**config.mk**
```make
export PLATFORM = sky130hd
export DESIGN_NAME = imem_boot_loader
export DESIGN_NICKNAME = d
export VERILOG_FILES = /design/src/rtl/imem_boot_loader.sv
export SDC_FILE = /design/constraint.sdc
export NUM_CORES = 1
export LEC_CHECK = 0
export ABC_CLOCK_PERIOD_IN_PS = 4700
export BUFFER_PORTS_ARGS = -buffer_cell sky130_fd_sc_hd__buf_2
export CORE_ASPECT_RATIO = 1.2
export CORE_MARGIN = 2
export CORE_UTILIZATION = 63
export CTS_CLUSTER_SIZE = 8
export DETAILED_ROUTE_END_ITERATION = 8
export GPL_ROUTABILITY_DRIVEN = 0
export PLACE_DENSITY = 0.87
export SKIP_LAST_GASP = 1
export SYNTH_ARGS = -nofsm -noshare
export SYNTH_HDL_FRONTEND = slang
export SYNTH_SLANG_ARGS = --single-unit
```
**constraint.sdc**
```tcl
create_clock -name clk -period 4.7 [get_ports clk]
set_clock_uncertainty 0.05 [all_clocks]
set_input_delay 0.94 -clock clk [delete_from_list [all_inputs] [get_ports clk]]
set_output_delay 0.94 -clock clk [all_outputs]
set_load 0.005 [all_outputs]
```
**src/rtl/imem_boot_loader.sv**
```systemverilog
// Serial boot loader: receives a framed program image over an 8N1 UART line and writes
// 16-bit words into instruction memory, holding the CPU in reset until the image checks out.
//
// state   | meaning
// S_IDLE  | waiting for HEADER after reset
// S_COUNT | next byte is the word count (0 = 256)
// S_HI    | next byte is the high byte of a word
// S_LO    | next byte is the low byte; triggers the write
// S_CSUM  | next byte is the XOR checksum
// S_DONE  | image valid, CPU released; HEADER restarts
// S_ERR   | framing or checksum error; HEADER restarts
module imem_boot_loader #(
    parameter int          CLKS_PER_BIT = 16,
    parameter int          ADDR_W       = 8,
    parameter logic [7:0]  HEADER       = 8'hA5
) (
    input  logic              clk,
    input  logic              rst_n,
    input  logic              rx,
    output logic              im_we,
    output logic [ADDR_W-1:0] im_addr,
    output logic [15:0]       im_wdata,
    output logic              cpu_rst_n,
    output logic              done,
    output logic              err
);
    localparam int TW = $clog2(CLKS_PER_BIT);
    localparam logic [TW-1:0] HALF_LOAD = TW'(CLKS_PER_BIT / 2 - 1);
    localparam logic [TW-1:0] FULL_LOAD = TW'(CLKS_PER_BIT - 1);

    typedef enum logic [1:0] {U_IDLE, U_START, U_DATA, U_STOP} uart_t;
    typedef enum logic [2:0] {S_IDLE, S_COUNT, S_HI, S_LO, S_CSUM, S_DONE, S_ERR} state_t;

    logic              r_rx_s1, r_rx_s2, r_rx_prev;
    uart_t             r_u_state, w_u_next;
    logic [TW-1:0]     r_tmr;
    logic [2:0]        r_bit_idx;
    logic [7:0]        r_shift;
    logic              w_tmr_zero, w_byte_valid, w_frame_err;

    state_t            r_state, w_next;
    logic              w_accept_hdr;
    logic [8:0]        r_cnt;
    logic [7:0]        r_xor;
    logic [ADDR_W-1:0] r_addr;
    logic [15:0]       r_wdata;
    logic              r_we, r_done, r_err, r_cpu_rst_n;

    assign w_tmr_zero = (r_tmr == '0);

    always_comb begin
        w_u_next     = r_u_state;
        w_byte_valid = 1'b0;
        w_frame_err  = 1'b0;
        case (r_u_state)
            U_IDLE:  if (r_rx_prev && !r_rx_s2) w_u_next = U_START;
            U_START: if (w_tmr_zero) w_u_next = r_rx_s2 ? U_IDLE : U_DATA;
            U_DATA:  if (w_tmr_zero && (r_bit_idx == 3'd7)) w_u_next = U_STOP;
            U_STOP: begin
                if (w_tmr_zero) begin
                    w_u_next     = U_IDLE;
                    w_byte_valid = r_rx_s2;
                    w_frame_err  = !r_rx_s2;
                end
            end
            default: w_u_next = U_IDLE;
        endcase
    end

    // Timer idles preloaded with the half-bit count so the start re-sample lands mid-bit.
    always_ff @(posedge clk or negedge rst_n) begin
        if (!rst_n) begin
            r_rx_s1   <= 1'b1;
            r_rx_s2   <= 1'b1;
            r_rx_prev <= 1'b1;
            r_u_state <= U_IDLE;
            r_tmr     <= HALF_LOAD;
            r_bit_idx <= 3'd0;
            r_shift   <= 8'h00;
        end else begin
            r_rx_s1   <= rx;
            r_rx_s2   <= r_rx_s1;
            r_rx_prev <= r_rx_s2;
            r_u_state <= w_u_next;
            if (r_u_state == U_IDLE) begin
                r_tmr     <= HALF_LOAD;
                r_bit_idx <= 3'd0;
            end else if (w_tmr_zero) begin
                r_tmr <= FULL_LOAD;
            end else begin
                r_tmr <= r_tmr - {{(TW-1){1'b0}}, 1'b1};
            end
            if ((r_u_state == U_DATA) && w_tmr_zero) begin
                r_shift   <= {r_rx_s2, r_shift[7:1]};
                r_bit_idx <= r_bit_idx + 3'd1;
            end
        end
    end

    always_comb begin
        w_next       = r_state;
        w_accept_hdr = 1'b0;
        if (w_frame_err) begin
            w_next = S_ERR;
        end else if (w_byte_valid) begin
            case (r_state)
                S_IDLE, S_DONE, S_ERR: begin
                    if (r_shift == HEADER) begin
                        w_next       = S_COUNT;
                        w_accept_hdr = 1'b1;
                    end
                end
                S_COUNT: w_next = S_HI;
                S_HI:    w_next = S_LO;
                S_LO:    w_next = (r_cnt == 9'd1) ? S_CSUM : S_HI;
                S_CSUM:  w_next = (r_shift == r_xor) ? S_DONE : S_ERR;
                default: w_next = S_IDLE;
            endcase
        end
    end

    always_ff @(posedge clk or negedge rst_n) begin
        if (!rst_n) begin
            r_state     <= S_IDLE;
            r_cnt       <= 9'd0;
            r_xor       <= 8'h00;
            r_addr      <= '0;
            r_wdata     <= 16'h0000;
            r_we        <= 1'b0;
            r_done      <= 1'b0;
            r_err       <= 1'b0;
            r_cpu_rst_n <= 1'b0;
        end else begin
            r_state     <= w_next;
            r_we        <= 1'b0;
            r_done      <= (r_state == S_DONE);
            r_err       <= (r_state == S_ERR);
            r_cpu_rst_n <= (r_state == S_DONE);
            if (r_we) r_addr <= r_addr + {{(ADDR_W-1){1'b0}}, 1'b1};
            if (w_byte_valid) begin
                case (r_state)
                    S_COUNT: r_cnt <= {(r_shift == 8'h00), r_shift};
                    S_HI: begin
                        r_wdata[15:8] <= r_shift;
                        r_xor         <= r_xor ^ r_shift;
                    end
                    S_LO: begin
                        r_wdata[7:0] <= r_shift;
                        r_xor        <= r_xor ^ r_shift;
                        r_we         <= 1'b1;
                        r_cnt        <= r_cnt - 9'd1;
                    end
                    default: ;
                endcase
            end
            if (w_accept_hdr) begin
                r_addr <= '0;
                r_xor  <= 8'h00;
            end
        end
    end

    assign im_we     = r_we;
    assign im_addr   = r_addr;
    assign im_wdata  = r_wdata;
    assign cpu_rst_n = r_cpu_rst_n;
    assign done      = r_done;
    assign err       = r_err;
endmodule

```
==> summary.txt, run 1 <==
Power and ir drop
  • Switching share of power: 30.0%
  • P_leak: 1.73 nW
  • Net load switching power: 380 uW
  • Clock power frac: 33.7%
  • PwrDens: 357 mW/mm^2
  • Combinational share of power: 12.6%
  • Part of the power in registers: 53.7%
  • VDD IR max: 0.289 mV
  • P_int: 884 uW

Floorplanning
  • Total I/O pin count: 31
  • Starting density of the core: 65.3%
  • Total die area: 0.00571 mm^2
  • Die width: 69.3 um
  • Core Area: 0.00494 mm^2
  • # rows: 28
  • Die height: 82.4 um

Final layout
  • Commonest non-fill, non-tap cell in the layout: dfrtp_1
  • Nets: 327
  • P&R area growth vs syn: 9.70%
  • Most frequent cells in the layout: dfrtp_1, nor2_1, buf_2
  • Fill count: 333
  • Non-Filler Instances: 383
  • Layout cells sized above 1: 27.2%
  • ANT cells: 0

STA
  • RSZ-0062 raised after global routing: no
  • Final hold vios: 0
  • Worst slew pin tran: 0.938 ns
  • Hold slack final: 0.308 ns
  • Final setup viols: 0
  • Slew Limit Headroom: 37.2%
  • Minimum clock period after layout: 2.35 ns
  • Final Cycle Share: 49.9%
  • Peak Freq: 426 MHz
  • Max-slew violation count: 0
  • TNS Setup: 0 ns

Yosys
  • Sequential area share after synthesis: 52.2%
  • Post-synthesis cell type count: 56
  • Synth area leader: dfrtp_1
  • Yosys reg bits: 67
  • Primary FF master, synth: dfrtp_1
  • Gate Count Post-Synth: 296
  • Mapped Nets: 305
  • Yosys Warn Count: 0
  • Fraction of registers with async set/reset: 100%
  • Synthesized area: 0.00322 mm^2
  • Post-synth EDFFs: 0
  • Top area cells in the synthesized netlist: dfrtp_1, mux2_2, dfstp_2
  • Syn avg cell area: 10.9 um^2
  • Top-area cell type share of the netlist area: 47.3%

Place
  • Placed Cells: 367
  • Detail Placement HPWL: 4.30 mm
  • IO Port Bufs: 30

Detailed routing
  • Vias per cell: 5.90
  • Initial DRC Count: 232
  • Final WL: 6.32 mm
  • Avg WL per Cell: 16.5 um
  • DRC errors left: 0
  • DRT antenna net count: 0
  • DR pass1 iterations: 4
  • DR vias: 2259

Global routing
  • First-pass GRT wire length: 10.3 mm
  • Initial antenna violation count: 0
  • GRT overflow: 0
  • Vias in the first global route: 2166
  • Global Route Usage Sum: 23.9%
  • Largest net degree at the start of global routing: 42

Clock tree
  • TritonCTS Buffers: 9
  • Clock transition at the registers of the reported paths: 0.08 ns
  • CTS tree: built
  • Clock Sink Count: 67
  • Htree depth: 3
  • Worst skew pair latency: 0.35 ns
  • Cts hold-fix bufs: 0
  • Post-CTS Setup Bufs: 0
  • Root buf cell: clkbuf_8
  • Post-CTS Resized: 0
  • Clock Tree Buf Depth: 2

Flow run
  • Max-Cap Viols: 0

Status
  • Status: complete, no violations

Critical path
  • Worst setup EP type: register
  • Crit path max fanout: 16
  • WP data arrival: 2.49 ns
  • Startpoint types: register
  • Reg2Reg Depth: 6
  • WP data required: 4.85 ns
  • Type of the worst setup path: register to register

Min path
  • Worst hold path class: register to register
  • Hold depth: 0
## registers in the layout (all words and copies together) (netlist names), named ones only
signal,cells
cpu_rst_n,1
err,1
im_addr,8
im_wdata,16
im_we,1
r_bit_idx,3
r_cnt,9
r_rx_prev,1
r_rx_s1,1
r_rx_s2,1
r_shift,8
r_state,3
r_tmr,4
r_u_state,1
r_xor,8
## routing by layer
metal  routed length, um  part of all wire, %  global-route usage (%)  up-vias
met1                2680                   42                    28.8     1126
li1                    -                    -                       -     1063
met4                  93                  1.5                    9.80        0
met2                3240                   51                    41.3       62
met5                   0                    0                       0        -
met3                 302                  4.8                    6.55        8
## cells in the mapped netlist (all sizes together) (2+ instances only)
cell     count
a21oi        8
nor2        34
dfrtp       61
nor3         5
nor3b        5
xnor2       12
nor4         3
a2bb2oi      2
and3         3
a31oi        2
o21ai       16
nand2       21
clkbuf      10
xor2        13
or3          2
a21o         2
ha           6
o211ai       2
nand4        4
o22ai        2
inv          9
nand3b       3
nand3       12
buf         10
mux2        24
a41oi        2
dfstp        6
## final timing paths
path                                from     endpoint  slack (ns)
worst max-delay path            r_tmr[0]     r_xor[4]        2.35
worst min-delay path             r_rx_s1      r_rx_s2        0.31
worst max register to register  r_tmr[0]     r_xor[4]        2.35
worst min register to register   r_rx_s1      r_rx_s2        0.31
max in group asynchronous          rst_n  im_wdata[1]        3.08
min in group asynchronous          rst_n     r_tmr[3]        0.65
## through the flow
| stage | power (mW) | worst slack [ns] | area [um^2] | utilization (%) |
|---|---|---|---|---|
| 2_1_floorplan | 0.807 | 2.72 | 3220 | - |
| 3_3_place_gp | 0.836 | 2.47 | 3360 | 68.0 |
| 3_5_place_dp | 0.845 | 2.37 | 3360 | 68.0 |
| 4_1_cts | 1.27 | 2.34 | 3540 | 71.6 |
| 5_1_grt | 1.32 | 2.13 | 3540 | 71.6 |
| 6_report | 1.26 | 2.35 | 3540 | 71.6 |
## critical path: stages, from the launching register on
cell and delay (ns):
dfstp_2 0.38, inv_1 0.07, ha_1 0.21, nor3b_4 0.42
nand2_4 0.15, nor3b_2 0.78, nor2_1 0.13
## power by group through the flow
stage	clock network, mW	registers (mW)	logic (mW)
after floorplan	0	0.652	0.155
after global placement	0	0.685	0.151
after detailed placement	0	0.688	0.157
after CTS	0.429	0.678	0.161
after global routing	0.456	0.688	0.177
final	0.426	0.679	0.159
## layout make-up
type | instances | area (um^2) | share of cell area [%]
inverters | 9 | 33.8 | 0.955
clock buffers | 9 | 124 | 3.50
flip-flops and latches | 67 | 1680 | 47.6
clock inverters | 7 | 52.6 | 1.49
well taps | 60 | 75.1 | 2.12
multi-input cells | 200 | 1410 | 39.9
repair buffers | 31 | 158 | 4.46
## kinds of logic after synthesis
| kind of cell | after synthesis | synth area share [%] |
|---|---|---|
| and+or+nand+nor | 100 | 17.2 |
| DFF | 67 | 52.2 |
| AOI/OAI and AO/OA | 44 | 8.73 |
| buffers and inverters | 29 | 4.04 |
| xor gates and xnor gates | 25 | 6.79 |
| muxes | 25 | 8.69 |
| adders and majority gates | 6 | 2.33 |
Note: power is estimated with default switching activity, not from simulation.
==> inputs of run 2 (changes only) <==
ABC_CLOCK_PERIOD_IN_PS = 2200   (was 4700)
CORE_UTILIZATION = 59   (was 63)
PLACE_DENSITY = 0.82   (was 0.87)
clock period = 2.2 ns   (was 4.7 ns; I/O delays follow)
==> summary.txt, run 2 (synthesized netlist as in run 1, its figures left out) <==
Status
  • Status: complete, no violations

Clock tree
  • Worst skew pair latency: 0.35 ns
  • Root buf cell: clkbuf_8
  • Post-CTS Resized: 0
  • Clock transition at the registers of the reported paths: 0.07 ns
  • Htree depth: 3
  • Clock Sink Count: 67
  • Post-CTS Setup Bufs: 0
  • TritonCTS Buffers: 9
  • CTS tree: built
  • Clock Tree Buf Depth: 2
  • Cts hold-fix bufs: 0

Global routing
  • Vias in the first global route: 2274
  • GRT overflow: 0
  • Global Route Usage Sum: 22.9%
  • First-pass GRT wire length: 10.7 mm
  • Initial antenna violation count: 0
  • Largest net degree at the start of global routing: 68

Critical path
  • Reg2Reg Depth: 6
  • Type of the worst setup path: register to register
  • Critical path's largest stage delay: 0.41 ns
  • Crit path max fanout: 8
  • Crit path cell chain: inv_1 > ha_1 > nor3b_4 > nand2_4 > nor3_4 > mux2_2
  • Startpoint types: register
  • Worst Setup SP: r_tmr[0]
  • WP data arrival: 2.22 ns
  • WP data required: 2.39 ns
  • Critical Path Sink: im_wdata[9]
  • FF-to-FF End: im_wdata[9]
  • Slowest CP cell: nor3_4
  • Worst r2r src: r_tmr[0]
  • R2R setup slack: 0.17 ns
  • Worst setup EP type: register

Power and ir drop
  • Combinational share of power: 11.6%
  • Switching share of power: 27.0%
  • Final Power: 2.95 mW
  • VDD IR max: 0.573 mV
  • PwrDens: 805 mW/mm^2
  • P_int: 2.15 mW
  • Net load switching power: 797 uW
  • Clock power frac: 39.1%
  • P_leak: 1.81 nW
  • Part of the power in registers: 49.3%

Final layout
  • Fill count: 375
  • Layout cells sized above 1: 29.0%
  • ANT cells: 0
  • Final Util: 69.1%
  • Most frequent cells in the layout: dfrtp_1, nor2_1, buf_2
  • Max reg flops: 16
  • Commonest non-fill, non-tap cell in the layout: dfrtp_1
  • Nets: 335
  • Design area: 0.00366 mm^2
  • P&R area growth vs syn: 13.6%

Place
  • Detail Placement HPWL: 4.13 mm
  • IO Port Bufs: 30
  • Placement Cell Area: 0.00344 mm^2

STA
  • Final setup viols: 0
  • TNS Setup: 0 ns
  • Max-slew violation count: 0
  • Minimum clock period after layout: 2.03 ns
  • Worst slew pin tran: 0.526 ns
  • Slew Limit Headroom: 64.8%
  • Peak Freq: 491 MHz
  • Final Cycle Share: 92.5%
  • Final hold vios: 0
  • RSZ-0062 raised after global routing: no

Detailed routing
  • DR vias: 2314
  • DR pass1 iterations: 4
  • Initial DRC Count: 162
  • Avg WL per Cell: 16.2 um
  • Vias per cell: 5.89
  • DRT antenna net count: 0
  • DRC errors left: 0
  • Final WL: 6.38 mm

Min path
  • Worst hold path class: input pin to async pin

Floorplanning
  • # rows: 29
  • Starting density of the core: 60.9%
  • Die width: 71.5 um
  • Total I/O pin count: 31
  • Core Area: 0.00530 mm^2
  • Die height: 85.0 um
  • Total die area: 0.00607 mm^2

Flow run
  • Max-Cap Viols: 0
run 2: how the worst min path moves through the flow:
stage,slack (ns),cells after the start,to,startpoint
after global placement,0.30,0,r_rx_s2,r_rx_s1
after CTS,0.05,2,r_cnt[3],rst_n
final,0.05,2,im_addr[1],rst_n
after global routing,0.08,2,im_addr[1],rst_n
after floorplan,0.09,0,async pin,rst_n
after detailed placement,0.30,0,r_rx_s2,r_rx_s1
run 2: metrics by stage:
stage | instances | worst slack (ns) | hold slack, ns
after global routing | 393 | 0.0744 | 0.0798
after global placement | 377 | 0.251 | 0.296
after CTS | 393 | 0.165 | 0.0525
after floorplan | 296 | 0.221 | 0.0944
after detailed placement | 377 | 0.184 | 0.299
final | 393 | 0.165 | 0.0475
run 2: per-layer routing:
metal	vias up	track usage [%]	share of wire [%]
met5	-	0	0
met2	65	36.7	51
met4	0	10.8	2.1
met3	12	5.58	4.7
met1	1148	29.2	42
li1	1089	-	-
run 2: power by group through the flow:
stage / Clock [mW] / Combinational [mW] / Sequential (mW)
3_5_place_dp: 0 / 0.343 / 1.47
6_report: 1.15 / 0.341 / 1.45
3_3_place_gp: 0 / 0.330 / 1.46
2_1_floorplan: 0 / 0.330 / 1.39
4_1_cts: 1.17 / 0.343 / 1.45
5_1_grt: 1.22 / 0.383 / 1.47
run 2: layout make-up:
cell class | count | area, um^2 | area share, %
repair buffers | 39 | 230 | 6.29
flip-flops and latches | 67 | 1680 | 46.0
inverters | 9 | 33.8 | 0.922
clock buffers | 10 | 138 | 3.76
multi-input cells | 200 | 1410 | 38.5
well taps | 62 | 77.6 | 2.12
clock inverters | 6 | 88.8 | 2.43
run 2: worst max-delay path: cells and delay by family (launching register included):
| kind | cells | cell delay [ns] |
|---|---|---|
| adders and majority gates | 1 | 0.20 |
| buffers and inverters | 1 | 0.07 |
| DFF | 1 | 0.38 |
| muxes | 1 | 0.39 |
| and+or+nand+nor | 3 | 0.83 |
==> inputs of run 3 (changes only) <==
ABC_CLOCK_PERIOD_IN_PS = 2000   (was 2200)
CORE_UTILIZATION = 40   (was 59)
CTS_CLUSTER_SIZE = 12   (was 8)
PLACE_DENSITY = 0.61   (was 0.82)
clock period = 2 ns   (was 2.2 ns; I/O delays follow)
==> summary.txt, run 3 (synthesized netlist as in run 1, its figures left out) <==
Detailed routing
  • Vias per cell: 5.35
  • DRT antenna net count: 0
  • DRC errors left: 0
  • DR vias: 2310
  • Initial DRC Count: 96
  • Avg WL per Cell: 15.2 um
  • DR pass1 iterations: 4
  • Final WL: 6.55 mm

Global routing
  • Global Route Usage Sum: 16.5%
  • Largest net degree at the start of global routing: 51
  • First-pass GRT wire length: 11.1 mm
  • Initial antenna violation count: 0
  • GRT overflow: 0
  • Vias in the first global route: 2232

STA
  • Final hold vios: 0
  • Final Cycle Share: 95.4%
  • Hold slack final: 0.0911 ns
  • Minimum clock period after layout: 1.91 ns
  • Slew Limit Headroom: 71.0%
  • Max-slew violation count: 0
  • TNS Setup: 0 ns
  • Worst slew pin tran: 0.435 ns
  • Final setup viols: 0
  • Peak Freq: 524 MHz
  • RSZ-0062 raised after global routing: no
  • Final WS setup: 0.0912 ns

Final layout
  • Commonest non-fill, non-tap cell in the layout: dfrtp_1
  • ANT cells: 0
  • Nets: 344
  • Fill count: 703
  • Multi-input logic area: 0.00141 mm^2
  • Max reg flops: 16
  • FF+latch area: 0.00168 mm^2
  • P&R area growth vs syn: 17.9%
  • Layout cells sized above 1: 30.6%
  • Most frequent cells in the layout: dfrtp_1, nor2_1, buf_2
  • Final Util: 49.0%
  • Design area: 0.00380 mm^2

Status
  • Status: complete, no violations

Critical path
  • Startpoint types: register
  • Worst setup EP type: register
  • Type of the worst setup path: register to register
  • Crit path max fanout: 15
  • Crit path cell chain: inv_1 > ha_1 > nor3b_4 > buf_4 > nand3b_1 > buf_12 > mux2_2
  • WP data arrival: 2.09 ns
  • WP data required: 2.19 ns
  • CP top delay family: flip-flops
  • Critical path's largest stage delay: 0.54 ns
  • CP Buf/Inv Count: 3
  • Slowest CP cell: dfstp_2

Floorplanning
  • Total I/O pin count: 31
  • Die height: 102 um
  • Die width: 86.0 um
  • Starting density of the core: 41.6%
  • Total die area: 0.00880 mm^2
  • Core Area: 0.00775 mm^2
  • # rows: 35

Clock tree
  • Clock transition at the registers of the reported paths: 0.08 ns
  • Post-CTS Setup Bufs: 0
  • Clock Tree Buf Depth: 2
  • Htree depth: 3
  • CTS tree: built
  • TritonCTS Buffers: 9
  • Clock Sink Count: 67
  • Worst skew pair latency: 0.35 ns
  • Post-CTS Resized: 0
  • Root buf cell: clkbuf_8

Power and ir drop
  • PwrDens: 841 mW/mm^2
  • Clock power frac: 36.7%
  • Net load switching power: 934 uW
  • P_leak: 1.86 nW
  • Part of the power in registers: 49.2%
  • Switching share of power: 29.2%
  • Combinational share of power: 14.1%
  • P_int: 2.26 mW
  • VDD IR max: 0.529 mV

Place
  • Worst Setup Slack post-DPL: 0.102 ns
  • Detail Placement HPWL: 4.54 mm
  • Placement Cell Area: 0.00358 mm^2
  • IO Port Bufs: 30

Min path
  • Worst hold path class: input pin to register

Flow run
  • Max-Cap Viols: 0
## run 3: worst paths after layout
check / endpoint / startpoint / cells past startpoint / slack [ns]
max: r_shift[2] / r_tmr[0] / 7 / 0.09
max in group asynchronous: r_rx_s2 / rst_n / 3 / 0.77
min: r_rx_s1 / rx / 1 / 0.09
min in group asynchronous: im_wdata[0] / rst_n / 2 / 0.45
min reg2reg: r_rx_s2 / r_rx_s1 / 0 / 0.34
max reg2reg: r_shift[2] / r_tmr[0] / 7 / 0.09
## run 3: through the flow
step / power, mW / cells
3_3_place_gp: 2.03 / 415
3_5_place_dp: 2.05 / 415
6_report: 3.20 / 432
5_1_grt: 3.36 / 432
4_1_cts: 3.23 / 432
2_1_floorplan: 1.90 / 296
## run 3: timing repair
item	in CTS	in global routing
hold endpoints to repair	16	0
endpoints found under the setup margin	0	0
hold buffers	1	0
## run 3: per-layer routing
layer	wire [um]	track usage, %
met5	0	0
met4	120	7.08
met3	247	3.96
met2	3220	26.2
met1	2960	21.5
## run 3: cell type report
type	count	share of cell area (%)
clock buffers	9	3.26
well taps	92	3.03
multi-input cells	200	37.1
repair buffers	48	9.22
flip-flops and latches	67	44.3
clock inverters	7	2.17
inverters	9	0.889
## run 3: power groups by stage
stage	logic [mW]	clock network (mW)	registers (mW)
after global placement	0.439	0	1.59
after floorplan	0.363	0	1.53
final	0.451	1.17	1.57
after CTS	0.456	1.20	1.57
after global routing	0.512	1.27	1.58
after detailed placement	0.454	0	1.59
